--- src/rtl/w_mem_pkg.sv ---
// ---------------------------------------------------------------------------
// w_mem_pkg -- shared constants and types for the SHA-256 message schedule.
//
// Contents:
//   WORD_W / DEPTH / IDX_W     word width, window depth, schedule index width
//   S0_* / S1_*                rotate and shift amounts of sigma0 / sigma1
//   word_t                     one 32-bit schedule word
//   sigma_sel_e                selects which small-sigma a w_sigma computes
//   rotr()                     32-bit rotate right
// ---------------------------------------------------------------------------
package w_mem_pkg;

    localparam int WORD_W = 32;
    localparam int DEPTH  = 16;
    localparam int IDX_W  = 6;

    // sigma0(x) = ROTR7 ^ ROTR18 ^ SHR3
    localparam int S0_ROT_A = 7;
    localparam int S0_ROT_B = 18;
    localparam int S0_SHR   = 3;

    // sigma1(x) = ROTR17 ^ ROTR19 ^ SHR10
    localparam int S1_ROT_A = 17;
    localparam int S1_ROT_B = 19;
    localparam int S1_SHR   = 10;

    typedef logic [WORD_W-1:0] word_t;

    typedef enum logic {
        SIGMA0 = 1'b0,
        SIGMA1 = 1'b1
    } sigma_sel_e;

    // Amounts are always in 1..31, so neither shift degenerates.
    function automatic word_t rotr(input word_t x, input int unsigned n);
        return (x >> n) | (x << (WORD_W - n));
    endfunction

endpackage : w_mem_pkg

--- src/rtl/w_mem_if.sv ---
// ---------------------------------------------------------------------------
// w_mem_if -- schedule-word port bundle of w_mem.
//
// Signals:
//   I      schedule index t (0..63), driven by the sequencer
//   D_IN   message word W[t], meaningful only while I < 16
//   D_OUT  schedule word W[t], combinational from I, D_IN and the window
//
// Modports:
//   master  the sequencer / hash core that steps I and consumes D_OUT
//   slave   the w_mem block itself
// ---------------------------------------------------------------------------
interface w_mem_if;
    import w_mem_pkg::*;

    logic [IDX_W-1:0] I;
    word_t            D_IN;
    word_t            D_OUT;

    modport master (
        output I,
        output D_IN,
        input  D_OUT
    );

    modport slave (
        input  I,
        input  D_IN,
        output D_OUT
    );

endinterface : w_mem_if

--- src/rtl/w_sigma.sv ---
// ---------------------------------------------------------------------------
// w_sigma -- SHA-256 small sigma function, purely combinational.
//
// Parameter:
//   SEL  SIGMA0 -> ROTR7 ^ ROTR18 ^ SHR3
//        SIGMA1 -> ROTR17 ^ ROTR19 ^ SHR10
// Ports:
//   x    32-bit input word
//   y    32-bit sigma(x)
// ---------------------------------------------------------------------------
module w_sigma
    import w_mem_pkg::*;
#(
    parameter sigma_sel_e SEL = SIGMA0
) (
    input  word_t x,
    output word_t y
);

    always_comb begin
        // NOTE: every variable assigned in always_comb gets a default first,
        // so no path through the block can leave it unassigned (no latch).
        y = '0;
        unique case (SEL)
            SIGMA0: y = rotr(x, S0_ROT_A) ^ rotr(x, S0_ROT_B) ^ (x >> S0_SHR);
            SIGMA1: y = rotr(x, S1_ROT_A) ^ rotr(x, S1_ROT_B) ^ (x >> S1_SHR);
            default: y = '0;
        endcase
    end

endmodule : w_sigma

--- src/rtl/w_mem.sv ---
// ---------------------------------------------------------------------------
// w_mem -- SHA-256 message schedule generator with a 16-word sliding window.
//
// Ports:
//   CLK   sole clock, rising edge
//   RST   synchronous, active-high; clears the window
//   bus   w_mem_if.slave: I (index t), D_IN (W[t] for t < 16), D_OUT (W[t])
//
// Operation:
//   The window w0..w15 holds W[t-16]..W[t-1]. For t < 16 the message word
//   passes straight through; for t >= 16 D_OUT is
//   sigma1(w14) + w9 + sigma0(w1) + w0 (mod 2^32). Every cycle the window
//   shifts down one word and D_OUT enters at w15, so the sequencer must
//   advance I by one per cycle. There is no enable and no wrap handling:
//   after 63 the next 16 pass-through words simply refill the window.
// ---------------------------------------------------------------------------
module w_mem
    import w_mem_pkg::*;
(
    input  logic     CLK,
    input  logic     RST,
    w_mem_if.slave   bus
);

    // Window words are kept as individual registers so each one can be
    // probed by name from a debugger or bench.
    word_t w0,  w1,  w2,  w3,  w4,  w5,  w6,  w7;
    word_t w8,  w9,  w10, w11, w12, w13, w14, w15;

    word_t s0;
    word_t s1;
    word_t d_out;

    w_sigma #(.SEL(SIGMA0)) u_sigma0 (.x(w1),  .y(s0));
    w_sigma #(.SEL(SIGMA1)) u_sigma1 (.x(w14), .y(s1));

    // Four-operand sum; the carry out of bit 31 is dropped by the word width.
    always_comb begin
        d_out = bus.D_IN;
        if (bus.I >= IDX_W'(DEPTH)) begin
            d_out = s1 + w9 + s0 + w0;
        end
    end

    assign bus.D_OUT = d_out;

    always_ff @(posedge CLK) begin
        if (RST) begin
            // NOTE: the window is a handful of flops, not a RAM, so clearing
            // it on reset is cheap and gives a defined D_OUT during reset.
            w0  <= '0;  w1  <= '0;  w2  <= '0;  w3  <= '0;
            w4  <= '0;  w5  <= '0;  w6  <= '0;  w7  <= '0;
            w8  <= '0;  w9  <= '0;  w10 <= '0;  w11 <= '0;
            w12 <= '0;  w13 <= '0;  w14 <= '0;  w15 <= '0;
        end else begin
            // NOTE: non-blocking assignments make every word read its
            // neighbour's pre-edge value, which is what makes this a shift.
            w0  <= w1;   w1  <= w2;   w2  <= w3;   w3  <= w4;
            w4  <= w5;   w5  <= w6;   w6  <= w7;   w7  <= w8;
            w8  <= w9;   w9  <= w10;  w10 <= w11;  w11 <= w12;
            w12 <= w13;  w13 <= w14;  w14 <= w15;  w15 <= d_out;
        end
    end

endmodule : w_mem

--- src/flat_wrapper.sv ---
// flat-port wrapper written by rule: the top's interface ports become plain ports
module w_mem_flat import w_mem_pkg::*;
  (CLK, RST, bus_I, bus_D_IN, bus_D_OUT);
  w_mem_if bus_i ();
  input  logic CLK;
  input  logic RST;
  input wire logic [$bits(bus_i.I)-1:0] bus_I;
  input wire logic [$bits(bus_i.D_IN)-1:0] bus_D_IN;
  output wire logic [$bits(bus_i.D_OUT)-1:0] bus_D_OUT;
  assign bus_i.I = bus_I;
  assign bus_i.D_IN = bus_D_IN;
  assign bus_D_OUT = bus_i.D_OUT;
  w_mem u_core (.CLK(CLK), .RST(RST), .bus(bus_i));
endmodule
--- config.mk ---
export PLATFORM = sky130hd
export DESIGN_NAME = w_mem_flat
export DESIGN_NICKNAME = d
export VERILOG_FILES = /design/src/rtl/w_mem_pkg.sv /design/src/rtl/w_mem_if.sv /design/src/rtl/w_sigma.sv /design/src/rtl/w_mem.sv /design/src/flat_wrapper.sv
export SDC_FILE = /design/constraint.sdc
export NUM_CORES = 1
export LEC_CHECK = 0
export ABC_AREA = 1
export CAP_MARGIN = 10
export CELL_PAD_IN_SITES_DETAIL_PLACEMENT = 2
export CELL_PAD_IN_SITES_GLOBAL_PLACEMENT = 2
export CORE_MARGIN = 2
export CORE_UTILIZATION = 30
export CTS_BUF_LIST = sky130_fd_sc_hd__clkbuf_8
export CTS_CLUSTER_SIZE = 40
export DETAILED_ROUTE_END_ITERATION = 8
export GPL_ROUTABILITY_DRIVEN = 0
export PLACE_DENSITY_LB_ADDON = 0.1
export SLEW_MARGIN = 0
export SYNTH_ARGS = -nofsm -noshare
export SYNTH_HDL_FRONTEND = slang
export SYNTH_SLANG_ARGS = --single-unit
--- constraint.sdc ---
create_clock -name CLK -period 3.6 [get_ports CLK]
set_input_delay 0.54 -clock CLK [delete_from_list [all_inputs] [get_ports CLK]]
set_output_delay 0.54 -clock CLK [all_outputs]
set_load 0.01 [all_outputs]
==> flow_summary.toml, run 1 <==
[logic_synthesis]
synth_area_leader_cell = "dfxtp_1"
synth_top_family_by_area = "simple AND/OR/NAND/NOR gates"
synth_xor_area_share_pct = 5.755
synth_top_cells_by_area = "dfxtp_1 (51%), inv_1 (15%), nor2_1 (9.9%)"
synth_mux_area_share_pct = 0
yosys.cell_count.top_type = "inv_1"
synth_nets = 2636
yosysUniqueCellTypes = 29
async_flop_share_pct = 0
synth-seq-cells = 512
synth_fa_ha_area_share_pct = 8.171
synth_warnings = 0
synthTopCellsByCount = "inv_1 (771), nor2_1 (527), dfxtp_1 (512), nand2_1 (270), xor2_1 (76)"
ys.flop_type = "dfxtp_1"
synth_top_area_share_pct = 51.41
yosys.area_share.simple_pct = 17.68
netlist_area_sq_um = 19940
syn_area_per_cell_sq_um = 7.966
synth_compound_area_share_pct = 1.180
ys_seq_area_share_pct = 51.41
netlist_instances = 2503
synth-edff-count = 0

[detailed_routing]
wl_per_cell_um = 17.31
vias = 15562
vias_per_cell = 4.125
wirelength_um = 65330
drc = 0
drtPass1Iterations = 4
ant_nets = 0
drt_iter0_drc = 509

[cts]
cts_tree = "yes"
insertion_delay_ns = 0.70
path_clk_slew_ns = 0.06
clockBufferDepth = 3
hold_buffers = 0
cts.sinks = 512
numCtsBuffers = 93
htree_levels = 3
cts_root_buf = "clkbuf_8"

[placement]
dp_hpwl_um = 46940
placed_area_sq_um = 23250
io_buffers = 67

[timing]
fmaxAchievable_ghz = 0.2062
worst_pin_slew_ns = 0.6206
finalHoldViolCount = 0
fin_skew_ns = 0.04869
slew_headroom_pct = 58.62
timing.hold.ws_ns = 0.2641
finalCritPeriodShare_pct = 134.7
rsz0062_at_grt = "yes"
fin_crit_ns = 4.850
setup_tns_ns = -33.57
drv_slew = 0
setup_viol = 47
setup_slack_ns = -1.250

[worst_hold_path]
hold_start = "RST"
hold_path.class = "in -> reg"
whs_endpoint = "u_core.w1[7]$_SDFF_PP0_"
hold_depth = 2

[cells_and_area]
fill_cells = 7234
fin_area_sq_um = 27850
areaGrowthSynthToFinish_pct = 39.70
nets = 2984
drive_gt1_share_pct = 30.30

[worst_setup_path]
required_ns = 3.06
worstSetupPathType = "reg -> out"
r2r_end = "u_core.w15[30]$_SDFF_PP0_"
max_stage_delay_ns = 0.52
reg2reg_depth = 23
cpMaxStageDelayCell = "fa_1"
worstPathArrival_ns = 4.31
critPathLaunchType = "flip-flop"
cp-end-kind = "output port"
crit_fanout = 4
crit_chain = "buf_4, xnor2_2, xor2_1, inv_1, fa_1, inv_1, fa_1, inv_2, ha_4, nand2_4, inv_4, nand2_4, nor3_4, buf_6, nand4_1, nand4_1, nand3_2, nand2_2, buf_6"
rrSetupSlack_ns = -0.15
r2r-start = "u_core.w14[22]$_SDFF_PP0_"

[die]
start_util_pct = 30.33
core_sq_um = 65750
rows = 94
dieArea_sq_um = 68540
die_x_um = 261.8
ioPinCount = 72
die_y_um = 261.8

[power]
peakVddDrop_mv = 0.2863
power.density_nw_per_um2 = 448.9
leakage_nw = 12.64

[grt]
grt_pass1_wl_um = 98830
grt_max_degree = 106
grt_pass1_vias = 17450
antenna_found_initial = 2
grt_use_total_pct = 19.27
grt_overflow = 0

[flow_run]
cap_violations = 0

[run_status]
violations = "setup timing"
outcome = "complete, but fails checks"
## cell type report
cell class,instances,area (sq um),area share [%]
inverter,774,2913,10.46
antenna,1,2.502,0.008984
timing repair buffer,317,2903,10.42
multi-input combinational,1153,8826,31.69
clock buffer,107,1473,5.287
tap,864,1081,3.881
clock inverter,45,305.3,1.096
sequential,512,10350,37.16
## report_power, final
part	internal, mW	switching (mW)	leakage (nW)
clock network	2.91	2.42	1.02
logic	0.629	0.772	7.46
registers	5.73	0.0435	4.16
## sequential cells by signal, summed over array words and instances, names as in the netlist
signal	cells
u_core.w3	32
u_core.w7	32
u_core.w5	32
u_core.w6	32
u_core.w11	32
u_core.w15	32
u_core.w8	32
u_core.w1	32
u_core.w4	32
u_core.w12	32
u_core.w14	32
u_core.w9	32
u_core.w10	32
u_core.w0	32
u_core.w13	32
u_core.w2	32
## metrics by stage
stage	power, mW	setup WS (ns)	util (%)	instances
6_report	12.50	-1.250	42.37	3773
5_1_grt	13.13	-1.521	42.37	3773
4_1_cts	12.67	-1.222	41.00	3764
3_5_place_dp	7.016	-1.336	35.36	3571
3_3_place_gp	6.991	-1.270	35.36	3571
2_1_floorplan	6.395	0.004502	-	2503
## worst max-delay path by stage
stage / startpoint / end / slack (ns) / cells after the start
6_report: u_core.w1[19]$_SDFF_PP0_ / bus_D_OUT[18] / -1.25 / 19
5_1_grt: u_core.w1[19]$_SDFF_PP0_ / bus_D_OUT[18] / -1.52 / 20
4_1_cts: u_core.w1[19]$_SDFF_PP0_ / bus_D_OUT[25] / -1.22 / 24
3_5_place_dp: u_core.w1[21]$_SDFF_PP0_ / bus_D_OUT[23] / -1.34 / 20
3_3_place_gp: u_core.w1[21]$_SDFF_PP0_ / bus_D_OUT[23] / -1.27 / 20
2_1_floorplan: u_core.w1[19]$_SDFF_PP0_ / bus_D_OUT[14] / 0.005 / 17
## cells in the final DEF (no fill, tap or decap), types with 57 or more instances in the layout
cell type | netlist | layout
buf_4 | 0 | 181
buf_6 | 0 | 63
clkbuf_8 | 0 | 107
dfxtp_1 | 512 | 471
fa_1 | 62 | 57
inv_1 | 771 | 742
inv_2 | 3 | 58
nand2_1 | 270 | 132
nand2_2 | 12 | 82
nand2_4 | 1 | 66
nor2_1 | 527 | 492
xor2_1 | 76 | 57
## cells by family (layout without fill, tap and decap cells)
kind of cell	count (synthesis)	after routing
AOI/OAI and AO/OA	45	45
and+or+nand+nor	884	884
other	0	1
DFF	512	512
xor gates and xnor gates	131	131
adders and majority gates	93	93
buffers and inverters	838	1243
## metal layers
metal | part of all wire [%] | vias to the layer above | GRT usage (%)
li1 | - | 7576 | -
met1 | 41 | 7657 | 23.35
met2 | 51 | 201 | 34.02
met3 | 4.5 | 128 | 3.569
met4 | 3.3 | 0 | 6.897
met5 | 0 | - | 0
## critical path: cells and delay by family, from the launching register on
family | cells | cell delay, ns
XOR/XNOR | 2 | 0.34
adder cells (fa/ha/maj) | 3 | 1.34
buffers and inverters | 7 | 0.65
flip-flops | 1 | 0.38
AND/OR/NAND/NOR | 7 | 0.91
## timing repair
| item | 4_1_cts | 5_1_grt |
|---|---|---|
| pin swaps | 171 | 98 |
| resized for setup | 562 | 200 |
| endpoints found under the setup margin | 57 | 57 |
| buffers inserted | 52 | 29 |
(Power assumes the default switching activity.)
==> inputs of run 2 (changes only) <==
--- a/config.mk
+++ b/config.mk
@@ -9,13 +9,13 @@
 export CAP_MARGIN = 10
 export CELL_PAD_IN_SITES_DETAIL_PLACEMENT = 2
 export CELL_PAD_IN_SITES_GLOBAL_PLACEMENT = 2
-export CORE_MARGIN = 2
 export CORE_UTILIZATION = 30
 export CTS_BUF_LIST = sky130_fd_sc_hd__clkbuf_8
 export CTS_CLUSTER_SIZE = 40
 export DETAILED_ROUTE_END_ITERATION = 8
 export GPL_ROUTABILITY_DRIVEN = 0
 export PLACE_DENSITY_LB_ADDON = 0.1
+export SKIP_CTS_REPAIR_TIMING = 1
 export SLEW_MARGIN = 0
 export SYNTH_ARGS = -nofsm -noshare
 export SYNTH_HDL_FRONTEND = slang
==> run 2 against run 1 <==
Against the previous run: the flow still finishes with violations (setup timing); flip-flop and latch count unchanged; count of clock-buffer cells in the layout up 6; hold slack improved by 0.085 ns; core utilization decreased by 0.64 points; combinational power down 8%; maximum frequency decreased by 0.26%; register-to-register slack worse by 0.04 ns; sequential power about the same; non-clock buffer count fell by 26; routed wire length down 2.8%; via count decreased by 0.95%; clock skew is 0.012 ns lower; critical path type unchanged; critical endpoint is now bus_D_OUT[31].
==> flow_summary.toml, run 2 (synthesis results as in run 1) <==
[die]
die_x_um = 259.8
core_sq_um = 65750
rows = 94
ioPinCount = 72
start_util_pct = 30.33
dieArea_sq_um = 67490
die_y_um = 259.8

[run_status]
violations = "setup timing"
outcome = "complete, but fails checks"

[worst_setup_path]
cpMaxStageDelayCell = "fa_1"
worst-path-buf-inv = 7
worstSetupPathType = "reg -> out"
worstPathArrival_ns = 4.32
path_depth = 21
critPathLaunchType = "flip-flop"
reg2reg_depth = 22
crit_fanout = 6
cp_top_family = "adder cells"
required_ns = 3.06
cp-end-kind = "output port"
crit_top_cell = "nand2_2"
crit_chain = "inv_1, xor2_1, buf_4, fa_1, inv_1, fa_1, inv_2, ha_4, nand2_2, nor2_4, nand2_1, nand3_2, nand2_2, nand2_2, buf_6, nand2_2, nand3_1, nand3_2, nand2_2, inv_1, dlymetal6s2s_1"
max_stage_delay_ns = 0.50

[power]
peakVddDrop_mv = 0.2882
leakage_nw = 12.34
power.density_nw_per_um2 = 473.9
totalPowerFinal_mw = 13.00

[cells_and_area]
final_cells = 3760
areaGrowthSynthToFinish_pct = 37.59
nets = 2956
drive_gt1_share_pct = 27.39
fin_util_pct = 41.73
final_common_cell = "inv_1"
final_cell_mix = "inv_1 (761), nor2_1 (502), dfxtp_1 (473), buf_4 (175), nand2_1 (159)"
fin_area_sq_um = 27430

[cts]
cts.sinks = 512
insertion_delay_ns = 0.70
numCtsBuffers = 91
cts_root_buf = "clkbuf_8"
path_clk_slew_ns = 0.06
clockBufferDepth = 3
cts_tree = "yes"
htree_levels = 3

[timing]
fin_crit_ns = 4.863
worst_pin_slew_ns = 0.7192
setup_viol = 45
rsz0062_at_grt = "yes"
fmaxAchievable_ghz = 0.2057
finalHoldViolCount = 0
fin_skew_ns = 0.03714
slew_headroom_pct = 52.00
finalCritPeriodShare_pct = 135.1
drv_slew = 0
setup_slack_ns = -1.263

[placement]
placed_area_sq_um = 23290
placed_cells = 3566
dpl_worst_slack_ns = -1.323
io_buffers = 67
dp_hpwl_um = 46880

[detailed_routing]
drtPass1Iterations = 4
drt_iter0_drc = 591
ant_nets = 0
wl_per_cell_um = 16.89
vias_per_cell = 4.099
drc = 0
vias = 15414
wirelength_um = 63490

[grt]
grt_pass1_vias = 16745
grt_max_degree = 106
antenna_found_initial = 2
grt_use_total_pct = 18.45
grt_pass1_wl_um = 93510
grt_overflow = 0

[worst_hold_path]
hold_depth = 2
hold_path.class = "in -> reg"

[flow_run]
cap_violations = 0
==> run 2: final cells by class <==
type,instances,area (sq um)
sequential,512,10350
clock buffer,113,1555
antenna,1,2.502
timing repair buffer,291,2606
clock inverter,52,467.9
multi-input combinational,1153,8453
fill,7210,38310
inverter,774,2913
tap,864,1081
==> run 2: routing by layer <==
layer / part of all wire [%] / wire length [um] / global-route usage [%]
met5: 0.014 / 9 / 0
met4: 2.7 / 1744 / 6.046
met3: 4.8 / 3047 / 3.519
met2: 50 / 31670 / 31.58
met1: 43 / 27020 / 23.16
==> run 2: worst paths after layout <==
kind	from	to	slack (ns)
hold / removal	RST	u_core.w2[7]$_SDFF_PP0_	0.35
setup / recovery	u_core.w14[13]$_SDFF_PP0_	bus_D_OUT[31]	-1.26
setup reg to reg	u_core.w1[19]$_SDFF_PP0_	u_core.w15[17]$_SDFF_PP0_	-0.19
hold reg to reg	u_core.w2[26]$_SDFF_PP0_	u_core.w1[26]$_SDFF_PP0_	0.38
==> run 2: through the flow <==
step | hold slack (ns) | setup TNS, ns
after detailed placement | 0.3938 | -40.63
after floorplan | 0.3787 | 0
final | 0.3488 | -33.64
after global routing | 0.3361 | -43.20
after CTS | 0.3064 | -66.23
after global placement | 0.3885 | -35.76
==> run 2: report_power, final <==
group | internal, mW | switching, mW
clock | 3.42 | 2.52
sequential | 5.73 | 0.0472
combinational | 0.568 | 0.718
total | 9.72 | 3.28
